==> config.mk <==
export PLATFORM = sky130hd
export DESIGN_NAME = shiftreg_out_ctl_flat
export DESIGN_NICKNAME = d
export VERILOG_FILES = /design/src/rtl/shiftreg_pkg.sv /design/src/rtl/shiftreg_out_ctl_if.sv /design/src/rtl/shiftreg_tick_gen.sv /design/src/rtl/shiftreg_out_ctl.sv /design/src/flat_wrapper.sv
export SDC_FILE = /design/constraint.sdc
export NUM_CORES = 1
export LEC_CHECK = 0
export CAP_MARGIN = 20
export CORE_UTILIZATION = 45
export CTS_BUF_LIST = sky130_fd_sc_hd__clkbuf_4 sky130_fd_sc_hd__clkbuf_8 sky130_fd_sc_hd__clkbuf_16
export CTS_CLUSTER_SIZE = 12
export DETAILED_ROUTE_END_ITERATION = 10
export PLACE_DENSITY = 0.76
export SYNTH_ARGS = -nofsm -noshare
export SYNTH_HDL_FRONTEND = slang
export SYNTH_SLANG_ARGS = --single-unit
export TNS_END_PERCENT = 20
==> constraint.sdc <==
create_clock -name clk_clk -period 1.8 [get_ports clk_clk]
set_input_delay 0.45 -clock clk_clk [delete_from_list [all_inputs] [get_ports clk_clk]]
set_output_delay 0.45 -clock clk_clk [all_outputs]
set_load 0.1 [all_outputs]
==> src/rtl/shiftreg_pkg.sv <==
// Shared types and register map for the 74HC595 serial output controller.
package shiftreg_pkg;

    typedef enum logic [1:0] {
        ST_IDLE,
        ST_LOW,
        ST_HIGH,
        ST_LATCH
    } state_t;

    localparam logic ADDR_DATA   = 1'b0;
    localparam logic ADDR_STATUS = 1'b1;

    localparam int STAT_BUSY_BIT = 0;
    localparam int STAT_PEND_BIT = 1;

    function automatic logic [31:0] status_word(input logic busy, input logic pend);
        logic [31:0] w;
        w                = '0;
        w[STAT_BUSY_BIT] = busy;
        w[STAT_PEND_BIT] = pend;
        return w;
    endfunction

endpackage

==> src/rtl/shiftreg_out_ctl_if.sv <==
// Avalon-MM slave bus bundle for the serial output controller.
interface shiftreg_out_ctl_if;
    logic        avs_address;
    logic        avs_write;
    logic [31:0] avs_writedata;
    logic        avs_read;
    logic [31:0] avs_readdata;

    modport master (
        output avs_address,
        output avs_write,
        output avs_writedata,
        output avs_read,
        input  avs_readdata
    );

    modport slave (
        input  avs_address,
        input  avs_write,
        input  avs_writedata,
        input  avs_read,
        output avs_readdata
    );
endinterface

==> src/rtl/shiftreg_tick_gen.sv <==
// Half-period timer: counts CLK_DIV-1 down to 0, ticks on 0, reloads on tick or restart.
module shiftreg_tick_gen #(
    parameter int CLK_DIV = 4
) (
    input  logic clk,
    input  logic rst_n,
    input  logic restart,
    output logic tick
);
    localparam int            CW   = (CLK_DIV > 1) ? $clog2(CLK_DIV) : 1;
    localparam logic [CW-1:0] LOAD = CW'(CLK_DIV - 1);

    logic [CW-1:0] count_reg;

    always_ff @(posedge clk or negedge rst_n) begin
        if (!rst_n) begin
            count_reg <= LOAD;
        end else if (restart || count_reg == '0) begin
            count_reg <= LOAD;
        end else begin
            count_reg <= count_reg - CW'(1);
        end
    end

    assign tick = (count_reg == '0);

endmodule

==> src/rtl/shiftreg_out_ctl.sv <==
// Avalon-MM slave that shifts a written word MSB-first into chained 74HC595s and pulses the latch.
// Optional periodic re-send of the last word: define SHIFTREG_AUTO_REFRESH_EN.
module shiftreg_out_ctl
    import shiftreg_pkg::*;
#(
    parameter int WIDTH   = 16,
    parameter int CLK_DIV = 4,
    parameter int REFRESH = 0
) (
    input  logic               clk_clk,
    input  logic               reset_reset_n,
    shiftreg_out_ctl_if.slave  avs,
    output logic               shiftreg_clk,
    output logic               shiftreg_data,
    output logic               shiftreg_latch
);
    localparam int            BW      = (WIDTH > 1) ? $clog2(WIDTH) : 1;
    localparam logic [BW-1:0] MSB_IDX = BW'(WIDTH - 1);

    state_t           state_reg;
    logic [BW-1:0]    bit_idx_reg;
    logic [BW-1:0]    bit_idx_next;
    logic [WIDTH-1:0] shadow_reg;
    logic [WIDTH-1:0] pending_reg;
    logic             pend_v_reg;
    logic             sclk_reg;
    logic             sdata_reg;
    logic             latch_reg;
    logic [31:0]      readdata_reg;

    logic             tick;
    logic             busy;
    logic             wr_data;
    logic [WIDTH-1:0] wr_word;
    logic             refresh_due;
    logic             wdata_unused;

    assign busy         = (state_reg != ST_IDLE);
    assign wr_data      = avs.avs_write && (avs.avs_address == ADDR_DATA);
    assign wr_word      = avs.avs_writedata[WIDTH-1:0];
    assign bit_idx_next = bit_idx_reg - BW'(1);
    assign wdata_unused = ^avs.avs_writedata;

    shiftreg_tick_gen #(
        .CLK_DIV (CLK_DIV)
    ) u_tick (
        .clk     (clk_clk),
        .rst_n   (reset_reset_n),
        .restart (!busy),
        .tick    (tick)
    );

`ifdef SHIFTREG_AUTO_REFRESH_EN
    localparam logic [31:0] REFRESH_LOAD = (REFRESH > 0) ? 32'(REFRESH - 1) : 32'd0;

    logic [31:0] refresh_cnt_reg;

    // Reloads at every transfer end, frozen while busy, counts down only in IDLE.
    always_ff @(posedge clk_clk or negedge reset_reset_n) begin
        if (!reset_reset_n) begin
            refresh_cnt_reg <= REFRESH_LOAD;
        end else if (state_reg == ST_LATCH && tick) begin
            refresh_cnt_reg <= REFRESH_LOAD;
        end else if (state_reg == ST_IDLE && refresh_cnt_reg != '0) begin
            refresh_cnt_reg <= refresh_cnt_reg - 32'd1;
        end
    end

    assign refresh_due = (state_reg == ST_IDLE) && !pend_v_reg && (refresh_cnt_reg == '0);
`else
    logic refresh_unused;
    assign refresh_unused = (REFRESH != 0);
    assign refresh_due    = 1'b0;
`endif

    always_ff @(posedge clk_clk or negedge reset_reset_n) begin
        if (!reset_reset_n) begin
            state_reg    <= ST_IDLE;
            bit_idx_reg  <= '0;
            shadow_reg   <= '0;
            pending_reg  <= '0;
            pend_v_reg   <= 1'b0;
            sclk_reg     <= 1'b0;
            sdata_reg    <= 1'b0;
            latch_reg    <= 1'b0;
            readdata_reg <= '0;
        end else begin
            if (avs.avs_read) begin
                readdata_reg <= (avs.avs_address == ADDR_STATUS) ?
                                status_word(busy, pend_v_reg) : 32'(shadow_reg);
            end

            if (wr_data && busy) begin
                pending_reg <= wr_word;
                pend_v_reg  <= 1'b1;
            end

            case (state_reg)
                ST_IDLE: begin
                    if (wr_data) begin
                        shadow_reg  <= wr_word;
                        state_reg   <= ST_LOW;
                        bit_idx_reg <= MSB_IDX;
                        sdata_reg   <= wr_word[WIDTH-1];
                    end else if (refresh_due) begin
                        state_reg   <= ST_LOW;
                        bit_idx_reg <= MSB_IDX;
                        sdata_reg   <= shadow_reg[WIDTH-1];
                    end
                end

                ST_LOW: begin
                    if (tick) begin
                        state_reg <= ST_HIGH;
                        sclk_reg  <= 1'b1;
                    end
                end

                ST_HIGH: begin
                    if (tick) begin
                        sclk_reg <= 1'b0;
                        if (bit_idx_reg == '0) begin
                            state_reg <= ST_LATCH;
                            latch_reg <= 1'b1;
                        end else begin
                            bit_idx_reg <= bit_idx_next;
                            sdata_reg   <= shadow_reg[bit_idx_next];
                            state_reg   <= ST_LOW;
                        end
                    end
                end

                ST_LATCH: begin
                    if (tick) begin
                        latch_reg   <= 1'b0;
                        bit_idx_reg <= MSB_IDX;
                        // A write landing on the final LATCH cycle must be sent exactly once.
                        if (wr_data && !pend_v_reg) begin
                            shadow_reg <= wr_word;
                            pend_v_reg <= 1'b0;
                            sdata_reg  <= wr_word[WIDTH-1];
                            state_reg  <= ST_LOW;
                        end else if (pend_v_reg) begin
                            shadow_reg <= pending_reg;
                            pend_v_reg <= wr_data;
                            sdata_reg  <= pending_reg[WIDTH-1];
                            state_reg  <= ST_LOW;
                        end else begin
                            sdata_reg <= 1'b0;
                            state_reg <= ST_IDLE;
                        end
                    end
                end

                default: state_reg <= ST_IDLE;
            endcase
        end
    end

    assign avs.avs_readdata = readdata_reg;
    assign shiftreg_clk     = sclk_reg;
    assign shiftreg_data    = sdata_reg;
    assign shiftreg_latch   = latch_reg;

endmodule

==> src/flat_wrapper.sv <==
// flat-port wrapper written by rule: the top's interface ports become plain ports
module shiftreg_out_ctl_flat import shiftreg_pkg::*;
#(
    parameter int WIDTH   = 16,
    parameter int CLK_DIV = 4,
    parameter int REFRESH = 0
)
  (clk_clk, reset_reset_n, shiftreg_clk, shiftreg_data, shiftreg_latch, avs_avs_address, avs_avs_write, avs_avs_writedata, avs_avs_read, avs_avs_readdata);
  shiftreg_out_ctl_if avs_i ();
  input  logic clk_clk;
  input  logic reset_reset_n;
  output logic shiftreg_clk;
  output logic shiftreg_data;
  output logic shiftreg_latch;
  input wire logic [$bits(avs_i.avs_address)-1:0] avs_avs_address;
  input wire logic [$bits(avs_i.avs_write)-1:0] avs_avs_write;
  input wire logic [$bits(avs_i.avs_writedata)-1:0] avs_avs_writedata;
  input wire logic [$bits(avs_i.avs_read)-1:0] avs_avs_read;
  output wire logic [$bits(avs_i.avs_readdata)-1:0] avs_avs_readdata;
  assign avs_i.avs_address = avs_avs_address;
  assign avs_i.avs_write = avs_avs_write;
  assign avs_i.avs_writedata = avs_avs_writedata;
  assign avs_i.avs_read = avs_avs_read;
  assign avs_avs_readdata = avs_i.avs_readdata;
  shiftreg_out_ctl #(.WIDTH(WIDTH), .CLK_DIV(CLK_DIV), .REFRESH(REFRESH)) u_core (.clk_clk(clk_clk), .reset_reset_n(reset_reset_n), .avs(avs_i), .shiftreg_clk(shiftreg_clk), .shiftreg_data(shiftreg_data), .shiftreg_latch(shiftreg_latch));
endmodule
### After elaboration in Yosys (flattened, before gate mapping)

Index checks and enable logic that the tools add are counted.
W data, S select, Z words.

* add/subtract/negate cells: 2
* magnitude comparators: 1
* equal/unequal tests: 10
* muxes and demuxes: 40
* bitwise operators: 1
* reductions and logical operators: 19

Operator list (count)
* $mux W16: 5
* $pmux W16 S2: 1
* $mux W1: 17
* $mux W4: 4
* $mux W2: 7
* $pmux W4 S3: 1
* $reduce_and A4 Y1: 3
* $ne A2 B1 Y1 const B: 5
* $pmux W2 S4: 1
* $reduce_bool A2 Y1: 4
* $lt A4 B5 Y1 const B: 1
* $reduce_and A5 Y1: 1
* $bmux W1 S4: 1
* $eq A2 B2 Y1 const B: 2
* $logic_not A2 Y1: 2
* $logic_not A4 Y1: 1
* $pmux W1 S2: 2
* $sub A4 B1 Y4 const B: 1
* $logic_and A1 B1 Y1: 3
* $ne A3 B1 Y1 const B: 1
* $pmux W1 S3: 1
* $reduce_and A3 Y1: 1
* $reduce_bool A3 Y1: 1
* $eq A2 B1 Y1 const B: 1
* 5 further kinds: 6

* register bits after elaboration: 76
* bits of input ports: 37
* output and inout bits: 35
* word-level logic and storage cells: 83

### Logic depth before layout (Yosys ltp)

* depth after elaboration: 8
* depth in mapped cells: 9
* mapped depth without buffers: 7

### Hierarchy

From an unflattened synthesis, not the netlist that was laid out.

* cell total of the unflattened synthesis: 265
* area total of the unflattened synthesis: 3175.5 um^2

By module, submodules not included
* shiftreg_out_ctl: times used 1, cells an instance 258, area an instance 3085.5 um^2, sequential area each 1451.4 um^2
* shiftreg_tick_gen: times used 1, cells an instance 7, area an instance 90.1 um^2, sequential area each 52.6 um^2

### Least setup slack after synthesis

OpenSTA, ideal clock, no wires.

* kind: register -> register
* from: register u_core.bit_idx_reg[0]
* to: register u_core.sdata_reg, in the netlist u_core.shiftreg_data
* setup time: 128 ps
* arrival: 1824 ps
* required time: 1672 ps
* path slack: -152 ps
* stages on the path, launching flop included: 9
* buffers on the path: 2
* period minus slack after synthesis: 1952 ps
* cell sequence: dfrtp_1 > buf_6 > inv_1 > ha_1 > clkbuf_1 > mux4_2 > or3_1 > nand4_1 > o21ai_1

* cells in the longest elaborated chain, start to end: 6
* elaborated cells on any way between the ends: 9
* those cells by class: add/sub (1); eq/ne (1); mux (5); reduce/logical (2)

RTL lines
* start, declared: RTL line shiftreg_out_ctl.sv:21 `logic [BW-1:0] bit_idx_reg;`
* start signal, assigned: RTL line shiftreg_out_ctl.sv:126 `bit_idx_reg <= bit_idx_next;`
* $sub A4 B1 Y4: RTL line shiftreg_out_ctl.sv:41 `assign bit_idx_next = bit_idx_reg - BW'(1);`
* $bmux W1 S4: RTL line shiftreg_out_ctl.sv:127 `sdata_reg <= shadow_reg[bit_idx_next];`
* $mux W1 (implied by the code): RTL line shiftreg_out_ctl.sv:127
* $mux W1: RTL line shiftreg_out_ctl.sv:122 `if (bit_idx_reg == '0) begin`
* $mux W1: RTL line shiftreg_out_ctl.sv:120 `if (tick) begin`
* $pmux W1 S3: RTL line shiftreg_out_ctl.sv:98 `case (state_reg)`
* end signal, assigned: RTL line shiftreg_out_ctl.sv:104 `sdata_reg <= wr_word[WIDTH-1];`
* end signal, assigned: RTL line shiftreg_out_ctl.sv:108 `sdata_reg <= shadow_reg[WIDTH-1];`
* end signal, assigned: RTL line shiftreg_out_ctl.sv:127
* end, declared: RTL line shiftreg_out_ctl.sv:27 `logic sdata_reg;`

Parallel ways exist; a longest one is shown, timed or not. The select of a mux whose other input is x is not followed.
A chain may end at the register's enable or synchronous reset.

### Worst setup path after layout

Ends and elaborated chain as after synthesis.

==> results.yml <==
outcome:
  outcome: "completed"
pwr:
  sequentialPowerShare: 0.303
  comb_power_share: 0.538
  power_switching_mw: 3.431
  ir_drop_mv: 0.7268
  clockPowerShare: 0.159
  power_density_nw_per_um2: 1892
  p_leak_nw: 1.848
  switching_share: 0.4371
  internal_power_mw: 4.417
logic_synthesis:
  synth_mux_area_frac: 0.1563
  synth_common_cells: "dfrtp_1 (58), a21oi_1 (26), nor2_1 (25), inv_1 (23)"
  synthCells: 298
  synth_enable_flop_cells: 0
  synth_top_cell_area_share: 0.4589
  ys_top_cells_by_area: "dfrtp_1 (46%), mux2_2 (6.4%), mux2i_1 (6.0%)"
  mappedNetlistArea_um2: 3163
  post-synth-top-count-cell: "dfrtp_1"
  synth_xor_area_frac: 0
  synth_seq_cells: 60
  synth_top_area_cell: "dfrtp_1"
  ys_warn_count: 0
  synth_top_family_by_area: "multiplexers"
  seq_area_frac_synth: 0.4755
  synth_compound_area_frac: 0.1183
  synth_adder_area_share: 0.02769
  synthDistinctLibCells: 45
  dominantRegCellSynth: "dfrtp_1"
  synthSimpleGateAreaFrac: 0.1270
  async_reset_ff_frac: 1.000
  synth.avg_cell_area_um2: 10.61
timing:
  whs_ns: 0.08711
  rsz0062_at_grt: "yes"
  clock.fmax_ghz: 0.5785
  skew_ns: 0.006110
  fin_crit_sh: 0.9603
  maxSlewViolCount: 0
  hold_viol_final: 0
  setup_viol: 0
  timing.final.ws_setup_ns: 0.07143
  period_needed_ns: 1.729
cells_and_area:
  antenna_cells: 0
  drive_gt1_frac: 0.2676
  layout-area-overhead-vs-synth_pct: 31.13
  final_area_um2: 4148
  fin_nets: 394
setup_path:
  worst-r2r-cell-count: 6
  worst-setup-path-type: "reg -> reg"
  r2r_start: "u_core.bit_idx_reg[0]$_DFFE_PN0P_"
  endpoint_kind: "flip-flop"
  cp-startpoint: "u_core.bit_idx_reg[0]$_DFFE_PN0P_"
  cp_data_arrival_time_ns: 1.95
  path_max_fanout: 10
  start_kind: "flip-flop"
  crit_required_ns: 2.02
clocking:
  ctsHoldBuffers: 0
  clock_latency_ns: 0.34
  cts_tree: "built"
  cts-root-buf: "clkbuf_8"
  cts_sinks: 60
  cts_buffer_depth: 2
  h-tree-depth: 3
  clk_pin_slew_worst_paths_ns: 0.06
  cts_buffers: 9
global_route:
  antenna_found_initial: 0
  grt_max_degree: 61
  grt_pass1_vias: 2198
  track_usage: 0.1931
  overflow: 0
  grt_first_pass_wirelength_mm: 10.64
routing:
  drtAntennaViolNets: 0
  drc: 0
  via_count: 2296
  drt_iter0_drc: 205
  wl_per_cell_um: 13.74
  via_per_inst: 5.091
  postRouteWirelength_mm: 6.195
  first_pass_iters: 4
place:
  place_ws_ns: -0.2186
  gp_congestion: 0.8733
  placed_cell_area_um2: 3906
  port_buffers: 39
  dpl.hpwl_mm: 4.333
floorplanning:
  num_rows: 30
  die_h_um: 85.84
  die-width_um: 85.84
  dieArea_um2: 7369
  pin_count: 72
  coreArea_um2: 6794
  start_util: 0.4656
worst_hold_path:
  min_path_type: "in -> async"
run:
  drv_cap: 0
-- critical path, stage by stage, from the launching register on --
cell and delay, ns:
dfrtp_1 0.37, buf_6 0.16, mux4_2 0.54, nor3_2 0.21, o21ai_1 0.10, a21boi_2 0.15
o21ai_1 0.08
-- final timing paths --
kind	endpoint	slack, ns
setup / recovery	u_core.shiftreg_data$_DFFE_PN0P_	0.07
hold / removal	u_core.state_reg[1]$_DFFE_PN0P_	0.09
setup reg to reg	u_core.shiftreg_data$_DFFE_PN0P_	0.07
hold reg to reg	u_core.u_tick.count_reg[0]$_DFF_PN1_	0.44
max in group asynchronous	u_core.avs.avs_readdata[3]$_DFFE_PN0P_	1.43
min in group clk_clk	u_core.u_tick.count_reg[0]$_DFF_PN1_	0.44
-- kinds of logic after synthesis --
kind of cell	after synthesis
buf+inv	55
simple gates	72
compound gates	62
flops	60
other cells	1
mux	41
fa+ha+maj	7
-- power by group through the flow --
stage               registers, mW  clock network, mW  logic [mW]
finish                       2.38               1.25        4.22
global route                 2.45               1.35        4.51
CTS                          2.36               1.28        4.16
detailed placement           2.39                  0        4.12
global placement             2.35                  0        4.03
floorplan                    3.08                  0        2.17
-- routing by layer --
| metal | up-vias | GRT usage | wire length, µm | part of all wire |
|---|---|---|---|---|
| met5 | - | 0 | 0 | 0 |
| met4 | 0 | 0.1197 | 136 | 0.022 |
| met3 | 13 | 0.04139 | 208 | 0.034 |
| met2 | 64 | 0.3011 | 3087 | 0.50 |
| met1 | 1115 | 0.2470 | 2763 | 0.45 |
| li1 | 1104 | - | - | - |
-- final cells by class --
| cell class | count | area (µm²) |
|---|---|---|
| Clock inverter | 4 | 47.55 |
| Timing Repair Buffer | 58 | 784.5 |
| Multi-Input combinational cell | 198 | 1445 |
| Clock buffer | 12 | 158.9 |
| Inverter | 23 | 86.33 |
| Fill cell | 559 | 2646 |
| Tap cell | 96 | 120.1 |
| Sequential cell | 60 | 1505 |
-- per-stage QoR --
step                      power (mW)    util  setup TNS (ns)  std cells
after global placement         6.386  0.5750          -4.851        434
after detailed placement       6.511  0.5750          -5.705        434
final                          7.848  0.6105               0        451
after CTS                      7.801  0.6072               0        450
after floorplan                5.248       -               0        313
after global routing           8.312  0.6105        -0.03435        451
-- layout by cell type (no fill, tap or decap), types with 2 or more instances in the layout --
cell type	Yosys	final
a21oi_1	26	25
a31oi_1	2	2
and3_1	2	2
buf_12	0	24
buf_4	19	13
clkbuf_8	0	11
clkdlybuf4s50_1	0	19
clkinv_2	0	2
conb_1	1	16
dfrtp_1	58	57
dfstp_2	2	2
ha_1	7	5
inv_1	23	21
inv_2	0	2
mux2_2	18	18
mux2i_1	19	19
mux4_2	1	3
nand2_1	10	10
nand2b_1	2	2
nand3b_1	15	15
nor2_1	25	24
nor2_2	1	2
nor2b_1	2	2
nor3_1	5	4
o21a_1	2	2
o21ai_0	19	19
o21ai_1	3	3
o22ai_1	3	3
-- what timing repair did --
| action | in CTS | in global routing |
|---|---|---|
| resized for setup | 2 | 10 |
| setup buffers | 0 | 1 |
| pin swaps | 0 | 3 |
| endpoints found under the setup margin | 1 | 19 |
No activity file was read; power rests on OpenSTA's default activity.
